[src/rtl/riscv_mc_control.sv]
// riscv_mc_control: multi-cycle control sequencer for the RV32I core.
// Owns PC, IR and instret; steps FETCH/DECODE/EXECUTE/MEM/WRITEBACK, traps on faults.
//
// Ports:
//   clk, rst                     clock, synchronous active-high reset
//   imem_req/addr/ack/rdata      instruction fetch handshake
//   ir_o, opcode_i               IR to decoder, decoded opcode back
//   branch_taken_i, target_i     branch result and jump/branch target (EXECUTE)
//   dmem_req/we/ack              data access handshake
//   rf_we, wb_sel                register-file write strobe and source select
//   pc_o, state_o, instret_o     architectural/debug state
//   trap_o, trap_cause_o         halted flag and cause (01 ill, 10 timeout, 11 misalign)
module riscv_mc_control #(
   parameter logic [31:0] RESET_PC    = 32'h0000_0000,
   parameter int unsigned MEM_TIMEOUT = 16
) (
   input  logic        clk,
   input  logic        rst,
   output logic        imem_req,
   output logic [31:0] imem_addr,
   input  logic        imem_ack,
   input  logic [31:0] imem_rdata,
   output logic [31:0] ir_o,
   input  logic [6:0]  opcode_i,
   input  logic        branch_taken_i,
   input  logic [31:0] target_i,
   output logic        dmem_req,
   output logic        dmem_we,
   input  logic        dmem_ack,
   output logic        rf_we,
   output logic [1:0]  wb_sel,
   output logic [31:0] pc_o,
   output logic [2:0]  state_o,
   output logic [31:0] instret_o,
   output logic        trap_o,
   output logic [1:0]  trap_cause_o
);

   typedef enum logic [2:0] {
      S_FETCH   = 3'd0,
      S_DECODE  = 3'd1,
      S_EXECUTE = 3'd2,
      S_MEM     = 3'd3,
      S_WB      = 3'd4,
      S_TRAP    = 3'd5
   } state_t;

   localparam logic [6:0] OP_LUI    = 7'b0110111;
   localparam logic [6:0] OP_AUIPC  = 7'b0010111;
   localparam logic [6:0] OP_JAL    = 7'b1101111;
   localparam logic [6:0] OP_JALR   = 7'b1100111;
   localparam logic [6:0] OP_BRANCH = 7'b1100011;
   localparam logic [6:0] OP_LOAD   = 7'b0000011;
   localparam logic [6:0] OP_STORE  = 7'b0100011;
   localparam logic [6:0] OP_IMM    = 7'b0010011;
   localparam logic [6:0] OP_OP     = 7'b0110011;

   localparam logic [7:0] WLIM = 8'(MEM_TIMEOUT - 1);

   state_t      state;
   logic [31:0] pc;
   logic [31:0] ir;
   logic [31:0] instret;
   logic [31:0] tgt;
   logic [6:0]  op;
   logic [7:0]  wcnt;
   logic [1:0]  cause;

   logic [31:0] pc4;
   logic        legal;
   logic        is_jump;

   assign pc4     = pc + 32'd4;
   assign is_jump = (op == OP_JAL) || (op == OP_JALR);

   always_comb begin
      legal = 1'b0;
      unique case (1'b1)
         opcode_i == OP_LUI,
         opcode_i == OP_AUIPC,
         opcode_i == OP_JAL,
         opcode_i == OP_JALR,
         opcode_i == OP_BRANCH,
         opcode_i == OP_LOAD,
         opcode_i == OP_STORE,
         opcode_i == OP_IMM,
         opcode_i == OP_OP: legal = 1'b1;
         default:           legal = 1'b0;
      endcase
   end

   always_ff @(posedge clk) begin
      if (rst) begin
         state   <= S_FETCH;
         pc      <= RESET_PC;
         ir      <= 32'd0;
         instret <= 32'd0;
         tgt     <= 32'd0;
         op      <= 7'd0;
         wcnt    <= 8'd0;
         cause   <= 2'b00;
      end else begin
         case (state)
            S_FETCH: begin
               if (imem_ack) begin
                  ir    <= imem_rdata;
                  wcnt  <= 8'd0;
                  state <= S_DECODE;
               end else if (wcnt == WLIM) begin
                  wcnt  <= 8'd0;
                  cause <= 2'b10;
                  state <= S_TRAP;
               end else begin
                  wcnt <= wcnt + 8'd1;
               end
            end
            S_DECODE: begin
               // Latch the class so later states do not depend on the decoder.
               op <= opcode_i;
               if (legal) begin
                  state <= S_EXECUTE;
               end else begin
                  cause <= 2'b01;
                  state <= S_TRAP;
               end
            end
            S_EXECUTE: begin
               tgt <= target_i;
               if (op == OP_LOAD || op == OP_STORE) begin
                  state <= S_MEM;
               end else if (op == OP_BRANCH && !branch_taken_i) begin
                  pc      <= pc4;
                  instret <= instret + 32'd1;
                  state   <= S_FETCH;
               end else if (op == OP_BRANCH || is_jump) begin
                  if (target_i[1:0] != 2'b00) begin
                     cause <= 2'b11;
                     state <= S_TRAP;
                  end else if (op == OP_BRANCH) begin
                     pc      <= target_i;
                     instret <= instret + 32'd1;
                     state   <= S_FETCH;
                  end else begin
                     state <= S_WB;
                  end
               end else begin
                  state <= S_WB;
               end
            end
            S_MEM: begin
               if (dmem_ack) begin
                  wcnt <= 8'd0;
                  if (op == OP_STORE) begin
                     pc      <= pc4;
                     instret <= instret + 32'd1;
                     state   <= S_FETCH;
                  end else begin
                     state <= S_WB;
                  end
               end else if (wcnt == WLIM) begin
                  wcnt  <= 8'd0;
                  cause <= 2'b10;
                  state <= S_TRAP;
               end else begin
                  wcnt <= wcnt + 8'd1;
               end
            end
            S_WB: begin
               pc      <= is_jump ? tgt : pc4;
               instret <= instret + 32'd1;
               state   <= S_FETCH;
            end
            S_TRAP: begin
               state <= S_TRAP;
            end
            default: begin
               cause <= 2'b01;
               state <= S_TRAP;
            end
         endcase
      end
   end

   // Strobes decode directly from the registered state; rst masks them so
   // both memories see requests drop in the reset cycle itself.
   assign imem_req     = !rst && (state == S_FETCH);
   assign dmem_req     = !rst && (state == S_MEM);
   assign dmem_we      = !rst && (state == S_MEM) && (op == OP_STORE);
   assign rf_we        = !rst && (state == S_WB);
   assign wb_sel       = (rst || state != S_WB) ? 2'b00 :
                         (op == OP_LOAD)        ? 2'b01 :
                         is_jump                ? 2'b10 : 2'b00;
   assign imem_addr    = pc;
   assign pc_o         = pc;
   assign ir_o         = ir;
   assign instret_o    = instret;
   assign state_o      = state;
   assign trap_o       = (state == S_TRAP);
   assign trap_cause_o = cause;

endmodule

[config.mk]
export PLATFORM = sky130hd
export DESIGN_NAME = riscv_mc_control
export DESIGN_NICKNAME = d
export VERILOG_FILES = /design/src/rtl/riscv_mc_control.sv
export SDC_FILE = /design/constraint.sdc
export NUM_CORES = 1
export LEC_CHECK = 0
export BUFFER_PORTS_ARGS = -buffer_cell sky130_fd_sc_hd__buf_2
export CORE_ASPECT_RATIO = 1.1
export CORE_UTILIZATION = 40
export CTS_CLUSTER_SIZE = 14
export DETAILED_ROUTE_END_ITERATION = 7
export GPL_ROUTABILITY_DRIVEN = 1
export SLEW_MARGIN = 20
export SYNTH_ARGS = -nofsm -noshare
export SYNTH_HDL_FRONTEND = slang
export SYNTH_SLANG_ARGS = --single-unit
export TNS_END_PERCENT = 100
[constraint.sdc]
create_clock -name clk -period 2.68 [get_ports clk]
set_input_delay 0.402 -clock clk [delete_from_list [all_inputs] [get_ports clk]]
set_output_delay 0.402 -clock clk [all_outputs]
set_load 0.005 [all_outputs]
==> flow_metrics.py, run 1 <==
metrics = {
    "synthesis": {
        "syn-num-nets": 1027,
        "yosysSeqAreaShare": 0.392,
        "netlist.area_leader.share": 0.392,
        "synth_cell_types": 78,
        "yosys_register_bits": 148,
        "synth-edff-count": 0,
        "ys_async_sr_fraction": 0,
        "ys_top_cells_by_area": "dfxtp_1, nand2_1, a21oi_1",
        "ys.flop_type": "dfxtp_1",
        "syn_area_mm2": 0.00755,
        "yosysWarningCount": 0,
        "yosys.area.top_type": "dfxtp_1",
        "avgSynthCellArea_um2": 7.97,
        "synth_cells": 948,
    },
    "sta": {
        "slew_viol_final": 0,
        "clock_skew_ns": 0.00911,
        "tightest_slew_ns": 0.682,
        "min_period_ns": 2.48,
        "final-hold-violation-count": 0,
        "setup_viol": 0,
        "rsz0062_at_grt": "no",
        "max_freq_mhz": 403,
        "max-slew-margin-rel": 0.542,
        "finalCritPeriodShare": 0.925,
        "hold_ws_ns": 0.214,
        "tns_ns": 0,
    },
    "cells_and_area": {
        "mostFrequentLayoutCell": "buf_2",
        "finalNonFillerCells": 1381,
        "mostFrequentLayoutCells": "buf_2, nand2_1, dfxtp_1",
        "drive_above_1_share": 0.263,
        "final_nets": 1202,
        "areaGrowthSynthToFinish_pct": 23.2,
    },
    "routing": {
        "ant_nets": 0,
        "wl_per_cell_um": 16.4,
        "firstDrtPassIters": 5,
        "vias_per_cell": 5.52,
        "num_vias": 7623,
        "drc": 0,
        "drt_iter0_drc": 576,
        "wl_um": 22700,
    },
    "clock_tree": {
        "clk-insertion-delay-late_ns": 0.42,
        "cts_tree": "yes",
        "cts_setup_buffers": 0,
        "cts.sinks": 148,
        "cts_made_buffers": 17,
        "clkTransAtPathRegs_ns": 0.06,
        "clk_path_buf_depth": 2,
        "cts_root_buf": "clkbuf_16",
        "hold_buffers": 0,
        "htreeDepth": 4,
    },
    "placement": {
        "gp_congestion": 0.818,
        "place_hpwl_um": 16200,
        "portBuffers": 215,
        "dp.cells": 1347,
    },
    "setup_path": {
        "crit_end": "instret_o[25]$_SDFFE_PP0P_",
        "required_ns": 2.99,
        "end_kind": "register",
        "cp-start-kind": "register",
        "path_class": "reg2reg",
        "rrSetupSlack_ns": 0.20,
        "cp-startpoint": "op[5]$_SDFFE_PP0N_",
        "worst_r2r_endpoint": "instret_o[25]$_SDFFE_PP0P_",
        "cp.arrival_ns": 2.79,
        "reg2reg_depth": 5,
        "rr_startpoint": "op[5]$_SDFFE_PP0N_",
        "worstPathMaxFanout": 6,
    },
    "floorplan": {
        "core-area_mm2": 0.0184,
        "die_x_um": 133,
        "io_pins": 216,
        "fp.dieH_um": 146,
        "rows": 52,
        "dieArea_mm2": 0.0194,
        "initial_core_util": 0.410,
    },
    "global_routing": {
        "grt_usage": 0.231,
        "grt_pass1_wl_um": 36100,
        "grt_pass1_vias": 6709,
        "antenna_found_initial": 2,
        "grt_max_degree": 53,
        "gr-total-overflow": 0,
    },
    "power": {
        "power_density_mw_per_mm2": 561,
        "power_leakage_nw": 3.87,
        "irDropWorstVdd_v": 0.000431,
    },
    "run": {
        "cap_violations": 0,
    },
    "min_path": {
        "min_path_type": "in2reg",
    },
    "status": {
        "outcome": "finished, final reports clean",
    },
}
-- cells in the mapped netlist (6+ instances only) --
| library cell | number |
|---|---|
| and2_1 | 6 |
| buf_4 | 32 |
| nand4_1 | 16 |
| a32o_1 | 6 |
| buf_2 | 18 |
| nand3_1 | 23 |
| nor3_1 | 11 |
| mux2i_1 | 10 |
| nor2b_1 | 8 |
| o21ai_1 | 10 |
| dfxtp_1 | 148 |
| o31ai_1 | 11 |
| and3_1 | 20 |
| mux2_1 | 9 |
| a31oi_1 | 6 |
| inv_1 | 21 |
| o41ai_1 | 8 |
| nor4_1 | 18 |
| o21ai_0 | 30 |
| or2_2 | 6 |
| a22oi_1 | 11 |
| or3_1 | 10 |
| o211ai_1 | 7 |
| clkbuf_1 | 41 |
| a21oi_1 | 103 |
| or4_1 | 13 |
| a22o_1 | 16 |
| nor2_1 | 47 |
| nand2_1 | 181 |
-- how the worst min path moves through the flow --
stage                                      from                         to  cells past startpoint
after detailed placement  ir_o[15]$_SDFFE_PP0P_      ir_o[15]$_SDFFE_PP0P_                      2
after global placement    ir_o[12]$_SDFFE_PP0P_      ir_o[12]$_SDFFE_PP0P_                      2
after global routing              imem_rdata[9]       ir_o[9]$_SDFFE_PP0P_                      3
final                             imem_rdata[9]       ir_o[9]$_SDFFE_PP0P_                      3
after floorplan             tgt[0]$_SDFFE_PP0P_  imem_addr[0]$_SDFFE_PP0P_                      2
after CTS                         imem_rdata[9]       ir_o[9]$_SDFFE_PP0P_                      3
-- cells by family (layout without fill, tap and decap cells) --
group,count (synthesis),count (layout),share of synthesized area
AND/OR/NAND/NOR,390,390,0.257
AO/OA/AOI/OAI,264,264,0.232
flip-flops,148,148,0.392
buffers and inverters,116,304,0.0775
multiplexers,20,20,0.0282
XOR/XNOR,7,7,0.00812
adder cells (fa/ha/maj),3,3,0.00497
other,0,2,0
-- state kept, by name (all words and copies together) (netlist names) --
signal,flops
imem_addr,32
instret_o,32
ir_o,32
op,7
state_o,3
tgt,32
trap_cause_o,2
wcnt,8
-- metal layers --
layer / global-route usage / part of all wire / vias to the layer above
li1: - / - / 3785
met1: 0.322 / 0.47 / 3594
met5: 0 / 0 / -
met2: 0.357 / 0.47 / 217
met3: 0.0497 / 0.048 / 27
met4: 0.0661 / 0.014 / 0
-- through the flow --
step                power (W)  setup WS, ns  area [um^2]  utilization
floorplan             0.00277         0.668         7550            -
global placement      0.00302         0.272         8730        0.474
detailed placement    0.00303         0.247         8730        0.474
CTS                   0.00526         0.228         9280        0.504
global route          0.00544        0.0340         9310        0.505
finish                0.00522         0.201         9310        0.505
-- timing repair --
action / in CTS / in global routing
endpoints found under the setup margin: 0 / 1
hold endpoints to repair: 0 / 0
gates resized for setup: 0 / 2
-- cell type report --
class	instances	area, um^2
clock inverter	12	110
tap	243	304
fill	1820	9110
multi-input combinational	684	4030
sequential	148	2960
timing repair buffer	249	1370
clock buffer	20	437
antenna	2	5.00
inverter	23	86.3
-- worst max-delay path, stage by stage, from the launching register on --
cell and delay (ns):
dfxtp_1 0.40, nand4bb_1 0.31, o311ai_4 0.50, o2111ai_1 0.40, nor4_1 0.40, mux2_1 0.34
-- report_power, final --
part | total, W | internal, W | switching, W
clock | 0.00223 | 0.00127 | 0.000960
sequential | 0.00236 | 0.00228 | 0.0000862
combinational | 0.000619 | 0.000265 | 0.000354
(Power assumes the default switching activity.)
==> run 2, diff against run 1 <==
--- a/config.mk
+++ b/config.mk
@@ -11,8 +11,9 @@
 export CTS_CLUSTER_SIZE = 14
 export DETAILED_ROUTE_END_ITERATION = 7
 export GPL_ROUTABILITY_DRIVEN = 1
+export SETUP_SLACK_MARGIN = 0.5
 export SLEW_MARGIN = 20
 export SYNTH_ARGS = -nofsm -noshare
 export SYNTH_HDL_FRONTEND = slang
 export SYNTH_SLANG_ARGS = --single-unit
-export TNS_END_PERCENT = 100
+export TNS_END_PERCENT = 20
==> constraint.sdc (replaced) <==
create_clock -name clk -period 2.68 [get_ports clk]
set_input_delay 0.402 -clock clk [delete_from_list [all_inputs] [get_ports clk]]
set_output_delay 0.402 -clock clk [all_outputs]
set_load 0.05 [all_outputs]
==> flow_metrics.py, run 2 (same netlist as run 1, synthesis figures left out) <==
metrics = {
    "sta": {
        "setup_viol": 0,
        "setup_ws_ns": 0.504,
        "hold_ws_ns": 0.198,
        "final-hold-violation-count": 0,
        "max_freq_mhz": 459,
        "clock_skew_ns": 0.00773,
        "slew_viol_final": 0,
        "tightest_slew_ns": 0.624,
        "min_period_ns": 2.18,
        "max-slew-margin-rel": 0.584,
        "rsz0062_at_grt": "yes",
        "tns_ns": 0,
        "finalCritPeriodShare": 0.812,
    },
    "power": {
        "pwr-share-clk": 0.422,
        "seqPwrFrac": 0.410,
        "switching_share": 0.302,
        "power_switching_w": 0.00174,
        "irDropWorstVdd_v": 0.000458,
        "combinationalPowerShare": 0.168,
        "power_density_mw_per_mm2": 593,
        "internal_power_w": 0.00402,
        "power_leakage_nw": 4.06,
    },
    "floorplan": {
        "die_x_um": 133,
        "fp.dieH_um": 146,
        "rows": 52,
        "core-area_mm2": 0.0184,
        "io_pins": 216,
        "initial_core_util": 0.410,
        "dieArea_mm2": 0.0194,
    },
    "clock_tree": {
        "htreeDepth": 4,
        "cts.sinks": 148,
        "clkTransAtPathRegs_ns": 0.06,
        "cts_tree": "yes",
        "clk_path_buf_depth": 2,
        "hold_buffers": 0,
        "cts_root_buf": "clkbuf_16",
        "clk-insertion-delay-late_ns": 0.43,
        "cts_made_buffers": 17,
    },
    "routing": {
        "vias_per_cell": 5.53,
        "wl_per_cell_um": 16.6,
        "wl_um": 23200,
        "drt_iter0_drc": 655,
        "firstDrtPassIters": 5,
        "drc": 0,
        "ant_nets": 0,
        "num_vias": 7707,
    },
    "global_routing": {
        "gr-total-overflow": 0,
        "grt_usage": 0.232,
        "grt_max_degree": 57,
        "grt_pass1_vias": 6888,
        "grt_pass1_wl_um": 35900,
        "antenna_found_initial": 1,
    },
    "setup_path": {
        "worstPathMaxFanout": 6,
        "end_kind": "output pin",
        "cp.arrival_ns": 1.77,
        "crit_family": "buffers and inverters",
        "required_ns": 2.28,
        "path_class": "reg2out",
        "cp-start-kind": "register",
        "cpPeakStageDelay_ns": 0.35,
        "crit_chain": "buf_4 -> nand3b_1 -> buf_4 -> nor3_2 -> buf_6",
        "path_buf_inv": 3,
        "cpMaxStageDelayCell": "dfxtp_4",
        "cp_common_cell": "buf_4",
    },
    "status": {
        "outcome": "finished, final reports clean",
    },
    "placement": {
        "dp.cells": 1343,
        "place_hpwl_um": 15700,
        "gp_congestion": 0.836,
        "portBuffers": 215,
        "pre_cts_slack_ns": 0.198,
    },
    "cells_and_area": {
        "final_nets": 1216,
        "diodes": 0,
        "drive_above_1_share": 0.311,
        "mostFrequentLayoutCell": "buf_2",
        "mostFrequentLayoutCells": "buf_2, nand2_1, dfxtp_1",
        "areaGrowthSynthToFinish_pct": 28.6,
        "finalNonFillerCells": 1393,
    },
    "run": {
        "cap_violations": 0,
    },
    "min_path": {
        "min_path_type": "in2reg",
    },
}
## run 2: what timing repair did
| item | in CTS | in global routing |
|---|---|---|
| endpoints found under the setup margin | 43 | 57 |
| pin swaps | 5 | 6 |
| cloned | 0 | 2 |
| resized for setup | 17 | 21 |
| buffers inserted | 10 | 6 |
## run 2: metrics by stage
stage                     instance area [um^2]  power, W   util
after CTS                                 9520   0.00578  0.517
after global routing                      9710   0.00598  0.528
after detailed placement                  8760   0.00333  0.476
after floorplan                           7610   0.00308      -
after global placement                    8760   0.00333  0.476
final                                     9710   0.00576  0.528
## run 2: power groups by stage
stage          registers (W)  clock network [W]  logic [W]
6_report             0.00236            0.00243   0.000971
5_1_grt              0.00237            0.00257    0.00104
3_3_place_gp         0.00241                  0   0.000916
4_1_cts              0.00236            0.00247   0.000950
3_5_place_dp         0.00242                  0   0.000916
2_1_floorplan        0.00261                  0   0.000471
## run 2: path summary, 6_finish.rpt
kind	endpoint	cells past startpoint	startpoint	slack, ns
worst min-delay path	ir_o[14]$_SDFFE_PP0P_	3	imem_rdata[14]	0.20
worst max register to register	imem_addr[23]$_SDFFE_PP0P_	6	op[1]$_SDFFE_PP0N_	0.52
worst max-delay path	dmem_we	5	state_o[2]$_SDFF_PP0_	0.50
worst min register to register	ir_o[21]$_SDFFE_PP0P_	2	ir_o[21]$_SDFFE_PP0P_	0.45
## run 2: cell type report
| class | instances | area, um^2 |
|---|---|---|
| fillers | 1777 | 8700 |
| clock buffers | 21 | 470 |
| inverters | 23 | 86.3 |
| clock inverters | 11 | 125 |
| well taps | 243 | 304 |
| repair buffers | 262 | 1530 |
| flip-flops and latches | 148 | 3000 |
| multi-input cells | 685 | 4200 |
## run 2: worst reg2reg max path, delay by kind of cell, from the launching register on
kind	cells	cell delay [ns]
and+or+nand+nor	1	0.18
AOI/OAI and AO/OA	4	1.27
DFF	1	0.40
buffers and inverters	1	0.22
## run 2: metal layers
layer  vias to the layer above  GRT usage  share of wire
li1                       3797          -              -
met1                      3590      0.314           0.46
met2                       283      0.352           0.45
met3                        35     0.0653          0.068
met4                         2     0.0776          0.018
met5                         -          0        0.00056
==> run 3, diff against run 2 <==
--- a/config.mk
+++ b/config.mk
@@ -5,12 +5,14 @@
 export SDC_FILE = /design/constraint.sdc
 export NUM_CORES = 1
 export LEC_CHECK = 0
+export ABC_AREA = 1
 export BUFFER_PORTS_ARGS = -buffer_cell sky130_fd_sc_hd__buf_2
 export CORE_ASPECT_RATIO = 1.1
 export CORE_UTILIZATION = 40
 export CTS_CLUSTER_SIZE = 14
 export DETAILED_ROUTE_END_ITERATION = 7
 export GPL_ROUTABILITY_DRIVEN = 1
+export PLACE_DENSITY = 0.65
 export SETUP_SLACK_MARGIN = 0.5
 export SLEW_MARGIN = 20
 export SYNTH_ARGS = -nofsm -noshare
==> constraint.sdc (replaced) <==
create_clock -name clk -period 1.9 [get_ports clk]
set_input_delay 0.285 -clock clk [delete_from_list [all_inputs] [get_ports clk]]
set_output_delay 0.285 -clock clk [all_outputs]
set_load 0.05 [all_outputs]
==> flow_metrics.py, run 3 <==
metrics = {
    "floorplan": {
        "dieArea_mm2": 0.0219,
        "fp.dieH_um": 155,
        "core-area_mm2": 0.0207,
        "die_x_um": 141,
        "rows": 55,
        "initial_core_util": 0.411,
        "io_pins": 216,
    },
    "sta": {
        "tightest_slew_ns": 0.475,
        "clock_skew_ns": 0.0111,
        "rsz0062_at_grt": "yes",
        "finalCritPeriodShare": 0.968,
        "max-slew-margin-rel": 0.682,
        "slew_viol_final": 0,
        "min_period_ns": 1.84,
        "max_freq_mhz": 544,
        "final-hold-violation-count": 0,
        "setup_viol": 0,
    },
    "synthesis": {
        "ys_top_cells_by_area": "dfxtp_1, nand2_1, a21oi_1",
        "yosys_register_bits": 148,
        "synth_cell_types": 39,
        "yosys.area.top_type": "dfxtp_1",
        "synth.most_common_cell": "nand2_1",
        "synth_cells": 1356,
        "yosysWarningCount": 0,
        "avgSynthCellArea_um2": 6.29,
        "netlist.area_leader.share": 0.348,
        "syn-num-nets": 1435,
        "ys_async_sr_fraction": 0,
        "synth-edff-count": 0,
        "ys.flop_type": "dfxtp_1",
        "synthTopCellsByCount": "nand2_1, nor2_1, dfxtp_1",
        "syn_area_mm2": 0.00852,
        "yosysSeqAreaShare": 0.348,
    },
    "power": {
        "total_power_w": 0.0120,
        "irDropWorstVdd_v": 0.000713,
        "power_leakage_nw": 4.89,
        "power_density_mw_per_mm2": 1060,
    },
    "cells_and_area": {
        "final_area_mm2": 0.0113,
        "mostFrequentLayoutCells": "nand2_1, buf_2, nor2_1",
        "multiInputGateArea_mm2": 0.00485,
        "final_nets": 1651,
        "drive_above_1_share": 0.288,
        "n_fill_cell": 2021,
        "mostFrequentLayoutCell": "nand2_1",
        "ff_latch_area_mm2": 0.00308,
        "fin_util": 0.548,
        "areaGrowthSynthToFinish_pct": 33.1,
    },
    "routing": {
        "wl_per_cell_um": 15.0,
        "firstDrtPassIters": 8,
        "num_vias": 9497,
        "wl_um": 28100,
        "ant_nets": 0,
        "drt_iter0_drc": 675,
        "drc": 0,
        "vias_per_cell": 5.08,
    },
    "setup_path": {
        "cpMaxStageDelayCell": "dfxtp_4",
        "path_class": "reg2out",
        "cp_common_cell": "buf_6",
        "cp.arrival_ns": 1.55,
        "crit_chain": "inv_4 -> nand2_4 -> nor2_4 -> buf_6 -> inv_8 -> nor3_4 -> buf_6",
        "cpPeakStageDelay_ns": 0.37,
        "required_ns": 1.62,
        "cp-start-kind": "register",
        "path_buf_inv": 4,
        "worstPathMaxFanout": 4,
        "end_kind": "output pin",
        "crit_family": "buffers and inverters",
    },
    "clock_tree": {
        "cts_made_buffers": 17,
        "cts_root_buf": "clkbuf_16",
        "clk-insertion-delay-late_ns": 0.44,
        "clkTransAtPathRegs_ns": 0.07,
        "htreeDepth": 4,
        "clk_path_buf_depth": 2,
        "cts.sinks": 148,
        "cts_tree": "yes",
    },
    "placement": {
        "place_hpwl_um": 19800,
        "place_area_mm2": 0.0101,
        "portBuffers": 215,
        "gp_congestion": 0.926,
    },
    "global_routing": {
        "grt_pass1_wl_um": 44100,
        "grt_usage": 0.255,
        "antenna_found_initial": 2,
        "gr-total-overflow": 0,
        "grt_max_degree": 66,
        "grt_pass1_vias": 8645,
    },
    "run": {
        "cap_violations": 0,
    },
    "min_path": {
        "min_path_type": "in2reg",
    },
    "status": {
        "outcome": "finished, final reports clean",
    },
}
-- run 3: per-layer routing --
| layer | share of wire | wire length (um) | up-vias | track usage |
|---|---|---|---|---|
| li1 | - | - | 4760 | - |
| met1 | 0.44 | 12500 | 4373 | 0.320 |
| met2 | 0.47 | 13300 | 318 | 0.428 |
| met3 | 0.062 | 1730 | 44 | 0.0520 |
| met4 | 0.021 | 605 | 2 | 0.0983 |
| met5 | 0.00046 | 13 | - | 0 |
-- run 3: kinds of logic after synthesis --
group,after synthesis,synth area share
buffers and inverters,232,0.124
flip-flops,148,0.348
AND/OR/NAND/NOR,685,0.334
XOR/XNOR,27,0.0277
AO/OA/AOI/OAI,261,0.162
adder cells (fa/ha/maj),3,0.00440
-- run 3: final cells by class --
class / count / area share
Antenna cell: 1 / 0.000221
Tap cell: 285 / 0.0314
Timing Repair inverter: 1 / 0.00176
Clock inverter: 12 / 0.0107
Inverter: 144 / 0.0517
Timing Repair Buffer: 283 / 0.164
Multi-Input combinational cell: 977 / 0.427
Sequential cell: 148 / 0.271
Clock buffer: 20 / 0.0413
-- run 3: final timing paths --
| kind | start | end | slack, ns | cells past startpoint |
|---|---|---|---|---|
| worst min register to register | ir_o[27]$_SDFFE_PP0P_ | ir_o[27]$_SDFFE_PP0P_ | 0.44 | 2 |
| worst min-delay path | target_i[30] | tgt[30]$_SDFFE_PP0P_ | 0.11 | 3 |
| worst max register to register | op[1]$_SDFFE_PP0N_ | instret_o[7]$_SDFFE_PP0P_ | 0.09 | 13 |
| worst max-delay path | state_o[0]$_SDFF_PP0_ | wb_sel[1] | 0.06 | 7 |
-- run 3: worst register-to-register path, delay by kind of cell (launching register included) --
family,cells,cell delay (ns)
flops,1,0.37
compound gates,1,0.06
buf+inv,3,0.39
simple gates,9,0.87
-- run 3: metrics by stage --
stage	hold slack, ns	setup TNS [ns]	std cells	setup slack, ns
finish	0.110	0	1871	0.0601
CTS	0.0979	0	1861	0.0398
global placement	0.427	0	1815	0.128
detailed placement	0.433	0	1815	0.0891
global route	0.118	-0.00758	1870	-0.00700
floorplan	0.425	0	1356	0.248
-- run 3: where the power goes --
group,switching (W),leakage (nW),internal [W]
combinational,0.00333,3.38,0.00135
sequential,0.000414,1.24,0.00353
clock,0.00145,0.275,0.00193
total,0.00519,4.89,0.00681
-- run 3: timing repair --
action,CTS,global route
setup buffers,13,7
cloned,1,2
hold buffers,0,0
pin swaps,3,20
resized for setup,27,122
setup endpoints to repair,161,219
